==> config.mk <==
export PLATFORM = sky130hd
export DESIGN_NAME = v6_filter_ctrl_flat
export DESIGN_NICKNAME = d
export VERILOG_FILES = /design/src/rtl/v6_filter_ctrl_pkg.sv /design/src/rtl/v6_filter_ctrl_if.sv /design/src/rtl/v6_filter_ctrl_timer.sv /design/src/rtl/v6_filter_ctrl.sv /design/src/flat_wrapper.sv
export SDC_FILE = /design/constraint.sdc
export NUM_CORES = 1
export LEC_CHECK = 0
export ABC_AREA = 1
export CAP_MARGIN = 5
export CORE_MARGIN = 5
export CORE_UTILIZATION = 30
export CTS_CLUSTER_DIAMETER = 200
export DETAILED_ROUTE_END_ITERATION = 10
export GPL_ROUTABILITY_DRIVEN = 0
export PLACE_DENSITY_LB_ADDON = 0.12
export SLEW_MARGIN = 5
export SYNTH_ARGS = -nofsm -noshare
export SYNTH_HDL_FRONTEND = slang
export SYNTH_SLANG_ARGS = --single-unit
==> constraint.sdc <==
create_clock -name clk -period 2.3 [get_ports clk]
set_input_delay 0.46 -clock clk [delete_from_list [all_inputs] [get_ports clk]]
set_output_delay 0.46 -clock clk [all_outputs]
set_load 0.005 [all_outputs]
==> src/rtl/v6_filter_ctrl_pkg.sv <==
// Shared types and defaults for the v6 filter run controller.
// SIZE_ADC_DATA mirrors the ADC sample width used across the v6 chain.
package v6_filter_ctrl_pkg;
  localparam int SIZE_ADC_DATA = 12;
  localparam int V6_FLUSH_CYC  = 16;
  localparam int V6_SETTLE_CYC = 64;
  localparam int V6_DEAD_CYC   = 32;
  localparam int V6_PEAK_MAX   = 255;
  localparam int V6_TS_W       = 32;
  localparam int V6_TMR_W      = 16;

  typedef enum logic [2:0] {IDLE, FLUSH, SETTLE, ARMED, PEAK, REPORT, DEAD} v6_ctrl_state_t;

  // Down-counter preset for an N-cycle phase; a zero-length phase presets to 0.
  function automatic logic [V6_TMR_W-1:0] tmr_preset(input int cyc);
    return (cyc <= 0) ? '0 : V6_TMR_W'(cyc - 1);
  endfunction
endpackage

==> src/rtl/v6_filter_ctrl_if.sv <==
// Event readout channel: controller (master) presents a captured peak,
// readout (slave) accepts it with evt_ready.
interface v6_filter_ctrl_if import v6_filter_ctrl_pkg::*; #(parameter int TS_W = V6_TS_W) ();
  logic                     evt_valid;
  logic                     evt_ready;
  logic [SIZE_ADC_DATA-1:0] evt_amp;
  logic [TS_W-1:0]          evt_ts;
  logic                     evt_ovf;

  modport master (output evt_valid, evt_amp, evt_ts, evt_ovf, input evt_ready);
  modport slave  (input evt_valid, evt_amp, evt_ts, evt_ovf, output evt_ready);
endinterface

==> src/rtl/v6_filter_ctrl_timer.sv <==
// Loadable down-counter with zero flag; one instance times FLUSH, SETTLE and DEAD.
module v6_filter_ctrl_timer import v6_filter_ctrl_pkg::*; (
  input  logic                clk,
  input  logic                reset,
  input  logic                load,
  input  logic [V6_TMR_W-1:0] load_val,
  output logic                zero
);
  logic [V6_TMR_W-1:0] cnt;

  always_ff @(posedge clk or negedge reset) begin
    if (!reset)           cnt <= '0;
    else if (load)        cnt <= load_val;
    else if (cnt != '0)   cnt <= cnt - 1'b1;
  end

  assign zero = (cnt == '0);
endmodule

==> src/rtl/v6_filter_ctrl.sv <==
// Run controller for the v6 trapezoidal filter: flush, settle, then capture
// threshold pulses (peak amplitude + timestamp) and hand them to readout.
module v6_filter_ctrl import v6_filter_ctrl_pkg::*; #(
  parameter int FLUSH_CYC  = V6_FLUSH_CYC,
  parameter int SETTLE_CYC = V6_SETTLE_CYC,
  parameter int DEAD_CYC   = V6_DEAD_CYC,
  parameter int PEAK_MAX   = V6_PEAK_MAX,
  parameter int TS_W       = V6_TS_W
) (
  input  logic                     clk,
  input  logic                     reset,
  input  logic                     start,
  input  logic                     stop,
  input  logic [SIZE_ADC_DATA-1:0] threshold,
  input  logic [SIZE_ADC_DATA-1:0] filt_data,
  output logic                     filt_rst_n,
  output logic                     busy,
  v6_filter_ctrl_if.master         evt
);
  localparam int LEN_W = (PEAK_MAX < 2) ? 1 : $clog2(PEAK_MAX);
  localparam logic [V6_TMR_W-1:0] FLUSH_LD  = tmr_preset(FLUSH_CYC);
  localparam logic [V6_TMR_W-1:0] SETTLE_LD = tmr_preset(SETTLE_CYC);
  localparam logic [V6_TMR_W-1:0] DEAD_LD   = tmr_preset(DEAD_CYC);

  v6_ctrl_state_t           state;
  logic [TS_W-1:0]          ts, ts_pk;
  logic [SIZE_ADC_DATA-1:0] amp;
  logic [LEN_W-1:0]         len;
  logic                     stop_lat;
  logic                     tmr_load, tmr_zero;
  logic [V6_TMR_W-1:0]      tmr_val;

  wire accept   = evt.evt_valid & evt.evt_ready;
  wire stop_any = stop | stop_lat;
  wire above    = filt_data > threshold;
  wire new_max  = filt_data > amp;

  // Timer presets must land on the same edge as the state change they time.
  always_comb begin
    tmr_load = 1'b0;
    tmr_val  = '0;
    case (state)
      IDLE:    if (start)                  begin tmr_load = 1'b1; tmr_val = FLUSH_LD;  end
      FLUSH:   if (!stop && tmr_zero)      begin tmr_load = 1'b1; tmr_val = SETTLE_LD; end
      REPORT:  if (accept && !stop_any && DEAD_CYC != 0)
                                           begin tmr_load = 1'b1; tmr_val = DEAD_LD;   end
      default: ;
    endcase
  end

  v6_filter_ctrl_timer u_timer (
    .clk(clk), .reset(reset), .load(tmr_load), .load_val(tmr_val), .zero(tmr_zero)
  );

  always_ff @(posedge clk or negedge reset) begin
    if (!reset) begin
      state         <= IDLE;
      filt_rst_n    <= 1'b1;
      busy          <= 1'b0;
      evt.evt_valid <= 1'b0;
      evt.evt_amp   <= '0;
      evt.evt_ts    <= '0;
      evt.evt_ovf   <= 1'b0;
      ts            <= '0;
      ts_pk         <= '0;
      amp           <= '0;
      len           <= '0;
      stop_lat      <= 1'b0;
    end else begin
      if (state inside {ARMED, PEAK, REPORT, DEAD}) ts <= ts + 1'b1;
      case (state)
        IDLE: if (start) begin
          state <= FLUSH; filt_rst_n <= 1'b0; busy <= 1'b1;
        end
        FLUSH: if (stop) begin
          state <= IDLE; filt_rst_n <= 1'b1; busy <= 1'b0;
        end else if (tmr_zero) begin
          state <= SETTLE; filt_rst_n <= 1'b1;
        end
        SETTLE: if (stop) begin
          state <= IDLE; busy <= 1'b0;
        end else if (tmr_zero) begin
          state <= ARMED; ts <= '0;
        end
        ARMED: if (stop) begin
          state <= IDLE; busy <= 1'b0;
        end else if (above) begin
          state <= PEAK; amp <= filt_data; ts_pk <= ts; len <= '0;
        end
        PEAK: if (stop) begin
          state <= IDLE; busy <= 1'b0; filt_rst_n <= 1'b1;
        end else if (!above) begin
          state <= REPORT; evt.evt_valid <= 1'b1;
          evt.evt_amp <= amp; evt.evt_ts <= ts_pk; evt.evt_ovf <= 1'b0;
        end else if (len == LEN_W'(PEAK_MAX - 1)) begin
          // Overflow exit still counts the current sample toward the peak.
          state <= REPORT; evt.evt_valid <= 1'b1;
          evt.evt_amp <= new_max ? filt_data : amp;
          evt.evt_ts  <= new_max ? ts : ts_pk;
          evt.evt_ovf <= 1'b1;
        end else begin
          if (new_max) begin amp <= filt_data; ts_pk <= ts; end
          len <= len + 1'b1;
        end
        REPORT: begin
          if (stop) stop_lat <= 1'b1;
          if (accept) begin
            evt.evt_valid <= 1'b0;
            stop_lat      <= 1'b0;
            if (stop_any) begin
              state <= IDLE; busy <= 1'b0;
            end else if (DEAD_CYC == 0) state <= ARMED;
            else                        state <= DEAD;
          end
        end
        DEAD: if (stop) begin
          state <= IDLE; busy <= 1'b0;
        end else if (tmr_zero) state <= ARMED;
        default: state <= IDLE;
      endcase
    end
  end
endmodule

==> src/flat_wrapper.sv <==
// flat-port wrapper written by rule: the top's interface ports become plain ports
module v6_filter_ctrl_flat import v6_filter_ctrl_pkg::*;
#(
  parameter int FLUSH_CYC  = V6_FLUSH_CYC,
  parameter int SETTLE_CYC = V6_SETTLE_CYC,
  parameter int DEAD_CYC   = V6_DEAD_CYC,
  parameter int PEAK_MAX   = V6_PEAK_MAX,
  parameter int TS_W       = V6_TS_W
)
  (clk, reset, start, stop, threshold, filt_data, filt_rst_n, busy, evt_evt_valid, evt_evt_amp, evt_evt_ts, evt_evt_ovf, evt_evt_ready);
  v6_filter_ctrl_if #(.TS_W(TS_W)) evt_i ();
  input  logic clk;
  input  logic reset;
  input  logic start;
  input  logic stop;
  input  logic [SIZE_ADC_DATA-1:0] threshold;
  input  logic [SIZE_ADC_DATA-1:0] filt_data;
  output logic filt_rst_n;
  output logic busy;
  output wire logic [$bits(evt_i.evt_valid)-1:0] evt_evt_valid;
  output wire logic [$bits(evt_i.evt_amp)-1:0] evt_evt_amp;
  output wire logic [$bits(evt_i.evt_ts)-1:0] evt_evt_ts;
  output wire logic [$bits(evt_i.evt_ovf)-1:0] evt_evt_ovf;
  input wire logic [$bits(evt_i.evt_ready)-1:0] evt_evt_ready;
  assign evt_evt_valid = evt_i.evt_valid;
  assign evt_evt_amp = evt_i.evt_amp;
  assign evt_evt_ts = evt_i.evt_ts;
  assign evt_evt_ovf = evt_i.evt_ovf;
  assign evt_i.evt_ready = evt_evt_ready;
  v6_filter_ctrl #(.FLUSH_CYC(FLUSH_CYC), .SETTLE_CYC(SETTLE_CYC), .DEAD_CYC(DEAD_CYC), .PEAK_MAX(PEAK_MAX), .TS_W(TS_W)) u_core (.clk(clk), .reset(reset), .start(start), .stop(stop), .threshold(threshold), .filt_data(filt_data), .filt_rst_n(filt_rst_n), .busy(busy), .evt(evt_i));
endmodule
After elaboration in Yosys (flattened, before gate mapping) --
Cells that the tools add are included. Widths: inputs -> output; s select.
Storage, ports and cells: logic and storage cells 135, bits of input ports 29, flip-flop bits (word level) 152, output and inout port bits 48
Operators by class: $lt $le $gt $ge 2, bitwise gates (word level) 3, muxes and demuxes 68, reductions and logical operators 23, equal/unequal tests 23, $add $sub $neg 3
Operators by type and width (number):
- $mux 32 | 12
- $mux 12 | 8
- $pmux 32 s2 | 1
- $pmux 16 s3 | 1
- $mux 8 | 5
- $mux 3 | 12
- $add 32x1->32 const B | 1
- $mux 16 | 2
- $gt 12x12->1 | 2
- $pmux 12 s2 | 1
- $pmux 3 s6 | 1
- $mux 1 | 17
- $logic_not 16->1 | 1
- $pmux 8 s2 | 1
- $reduce_bool 16->1 | 1
- $sub 16x1->16 const B | 1
- $ne 2x2->1 const B | 6
- $reduce_and 6->1 | 2
- $ne 2x1->1 const B | 5
- $eq 3x3->1 const B | 3
- $pmux 1 s3 | 3
- $add 8x1->8 const B | 1
- $eq 8x8->1 const B | 1
- $reduce_and 4->1 | 2
- other kinds (24) | 32

Longest topological paths before layout --
depth after elaboration 6, mapped depth 15

Modules after synthesis --
A second synthesis with hierarchy kept.
Unflattened totals: cells, all modules 1540, area total of the unflattened synthesis 10159.7 um^2
By module, submodules not included:
- v6_filter_ctrl | cells an instance 1372, seq. area each 3404.5 um^2, instances 1, area an instance 9026.2 um^2
- v6_filter_ctrl_timer | cells an instance 168, seq. area each 400.4 um^2, instances 1, area an instance 1133.6 um^2

Least setup slack after synthesis --
Ideal clock, no wire load.
path type input to register, start input port threshold[7], end register u_core.evt.evt_ts[10], cell stages on the path 14, required time 2183 ps, slack 345 ps, data arrival time 1838 ps, cells stage by stage inv_1 > ha_1 > nand2_1 > nor2_1 > nand2_1 > inv_1 > nand2_1 > nand3_2 > nand2_2 > inv_2 > buf_2 > nand3_1 > nand3_1 > nand2_1
On the way: cells in the longest elaborated chain, start to end 3, elaborated cells on any way between the ends 4
RTL lines:
- from (decl) | RTL line flat_wrapper.sv:16 | input logic [SIZE_ADC_DATA-1:0] threshold;
- $gt 12x12->1 * | RTL line v6_filter_ctrl.sv:35 | wire above = filt_data > threshold;
- $ne 2x2->1 (no line)
- $reduce_and 3->1 (no line)
- to (signal assigned) | RTL line v6_filter_ctrl.sv:99 | evt.evt_ts <= new_max ? ts : ts_pk;
- to (decl) | RTL line v6_filter_ctrl_if.sv:10 | modport master (output evt_valid, evt_amp, evt_ts, evt_ovf, input evt_ready);
Every way passes the cells marked *; elsewhere a longest branch is shown, timed or not. A chain may end at the register's enable or synchronous reset.

Worst setup path in the final report --
start input port filt_data[10], end register u_core.evt.evt_ts[7]
On the way: cells in the longest elaborated chain, start to end 4, elaborated cells on any way between the ends 7
RTL lines:
- from (decl) | RTL line flat_wrapper.sv:17 | input logic [SIZE_ADC_DATA-1:0] filt_data;
- $gt 12x12->1 | RTL line v6_filter_ctrl.sv:36 | wire new_max = filt_data > amp;
- $mux 32 | RTL line v6_filter_ctrl.sv:99
- $mux 32 | RTL line v6_filter_ctrl.sv:95 | end else if (len == LEN_W'(PEAK_MAX - 1)) begin
- $mux 32 | RTL line v6_filter_ctrl.sv:92 | end else if (!above) begin
Several ways; a longest one is shown, not always the timed one. The select of a mux whose other input is x is not followed.

==> flow_summary.yaml <==
setup_path:
  slowest_delay_ps: 480
  cp_cell_sequence: "clkdlybuf4s50_1 -> ha_1 -> nand2_2 -> nor2_4 -> nand2_1 -> inv_1 -> nand2_2 -> nand3_4 -> nand3_4 -> nand2_4 -> clkinvlp_4 -> buf_12 -> nand3_1 -> nand2_1"
  r2r_setup_slack_ps: 230
  crit_buf_inv: 4
  arrival_ps: 2580
  r2r_cells: 14
  cp_top_family: "buffers and inverters"
  cp_max_fo: 5
  cp-start-kind: "input pin"
  crit_slowest_cell: "clkdlybuf4s50_1"
  critPathKind: "input pin to register"
  reg2reg_to: "u_core.evt.evt_amp[4]"
  r2r-start: "u_core.amp[10]"
  required_ps: 2630
  cp-end-kind: "register"
synth:
  ys.flop_type: "dfrtp_1"
  seq_area_frac_synth: 0.4073
  yosys_warnings: 0
  avgSynthCellArea_um2: 6.956
  async_reset_ff_frac: 1.000
  synth_edf_count: 0
  ys_ff_latch: 152
  syn_inst: 1343
  synth_fp_nets: 1401
  syn-cell-area_um2: 9341
  ys_types: 38
pwr:
  p_per_area_nw_per_um2: 1143
  ir_drop_mv: 0.5729
  leakage_nw: 6.124
  p_total_mw: 13.80
timing:
  tightest_slew_ps: 478.9
  fin_crit_sh: 0.9806
  slew_headroom: 0.6807
  finalClockSkew_ps: 17.87
  hold_ws_ps: 447.0
  finalSetupViolCount: 0
  hold_violations: 0
  slew_viol_final: 0
  max_freq_mhz: 443.4
  fin_crit_ps: 2255
global_route:
  overflow: 0
  top_usage_layer: "met2"
  grt_antenna_before_repair: 0
  use_met2: 0.2496
  met3_usage: 0.03046
  grtUsageTotal: 0.1584
  grt_pass1_vias: 8812
  grt_pass1_wl_um: 45750
  met1_usage: 0.2254
  grt_max_degree: 46
clocking:
  cts_tree: "built"
  cts.sink_count: 152
  path_clk_slew_ps: 70
  clockRootBuffer: "clkbuf_16"
  cts_buffers: 17
  clkLatencyLatePin_ps: 450
  htree_num_levels: 4
  cts_buffer_depth: 2
route:
  dr_total_vias: 8831
  wirelength_um: 28030
  viasPerCell: 4.692
  post_drt_wl_per_cell_um: 14.89
  drtIter0Drc: 585
  dr.pass1.iters: 5
  drc_errors: 0
  antenna_left: 0
layout:
  fin_area_um2: 12070
  final_cell_mix: "nand2_1 (547), nand3_1 (177), dfrtp_1 (151)"
  nFillCells: 3204
  drive_above_1_share: 0.1036
  diodes: 0
  areaGrowthSynthToFinish_pct: 29.21
  nets: 1531
  final_cells: 1882
  layout_commonest_cell: "nand2_1"
min_path:
  min-delay-start: "filt_data[7]"
  hold_path_end: "u_core.amp[7]"
  hp-class: "input pin to register"
  whs_path_depth: 4
placed_design:
  placed_area_um2: 11060
  dp.cells: 1834
  port_buffers: 76
  hpwl_um: 19820
floorplan:
  die_x_um: 186.5
  start_util: 0.3046
  core_um2: 30670
  rows: 64
  dieArea_um2: 34770
  die_h_um: 186.5
  ioPinCount: 77
run:
  cap_viol_max_count: 0
run_status:
  status: "completed"
cell type report:
| class | instances | area (um^2) | share of cell area |
|---|---|---|---|
| sequential | 152 | 3805 | 0.3152 |
| clock inverter | 12 | 165.2 | 0.01368 |
| timing repair buffer | 160 | 1819 | 0.1507 |
| tap | 396 | 495.5 | 0.04105 |
| inverter | 122 | 461.7 | 0.03825 |
| clock buffer | 20 | 446.7 | 0.03701 |
| multi-input combinational | 1020 | 4877 | 0.4041 |
per-layer routing:
layer / up-vias / wire, um
met5: - / 0
met4: 0 / 292
met3: 18 / 1147
met2: 165 / 12660
met1: 4118 / 13930
li1: 4530 / -
logic make-up after synthesis:
logic type                 Yosys count  synth area share
AOI/OAI and AO/OA                   61           0.03697
xor gates and xnor gates            32           0.03000
adders and majority gates           29           0.03884
buffers and inverters              171           0.08010
DFF                                152            0.4073
and+or+nand+nor                    898            0.4068
registers in the layout, indices dropped and copies added (netlist names):
register	cells
u_core.len	8
u_core.busy	1
u_core.evt.evt_valid	1
u_core.ts	32
u_core.ts_pk	32
u_core.stop_lat	1
u_core.evt.evt_amp	12
u_core.filt_rst_n	1
u_core.evt.evt_ovf	1
u_core.evt.evt_ts	32
u_core.amp	12
u_core.u_timer.cnt	16
u_core.state	3
tightest hold or removal path, cell delays in order:
cell	delay, ps
dlymetal6s2s_1	140
buf_4	140
nand2_1	40
nand3_1	70
per-stage QoR:
step / TNS [ps] / util / worst slack, ps
global route: -991.2 / 0.3936 / -38.63
finish: 0 / 0.3936 / 44.64
detailed placement: -35020 / 0.3606 / -408.6
CTS: 0 / 0.3809 / 79.06
global placement: -35290 / 0.3606 / -402.0
floorplan: 0 / - / 344.9
synth_stat cells (13+ instances only):
master	n	share of area
dfrtp_1	151	0.40
nor3_1	19	0.010
inv_1	118	0.047
nor2_1	107	0.043
xor2_1	23	0.022
nand2_1	552	0.22
buf_2	19	0.010
ha_1	29	0.039
nand4_1	13	0.0087
a21oi_1	22	0.012
clkbuf_1	13	0.0052
o21ai_0	24	0.013
nand3_1	180	0.096
how the worst max path moves through the flow:
stage,startpoint,to,slack (ps),depth (start not counted)
floorplan,threshold[7],u_core.evt.evt_ts[10],340,14
global placement,filt_data[11],u_core.evt.evt_amp[4],-400,14
detailed placement,filt_data[10],u_core.evt.evt_amp[4],-410,14
CTS,threshold[9],u_core.evt.evt_ts[10],80,13
global route,threshold[9],u_core.evt.evt_ts[7],-40,15
finish,filt_data[10],u_core.evt.evt_ts[7],40,14
where the power goes:
group | internal (mW) | switching (mW)
clock network | 1.75 | 1.21
registers | 3.65 | 0.934
logic | 2.85 | 3.41
total | 8.25 | 5.55
repair_timing:
item,in CTS,in global routing
hold buffers,1,0
hold endpoints to repair,41,0
buffers inserted,0,7
gates resized for setup,0,29
setup endpoints to repair,0,94
(Power assumes the default switching activity.)
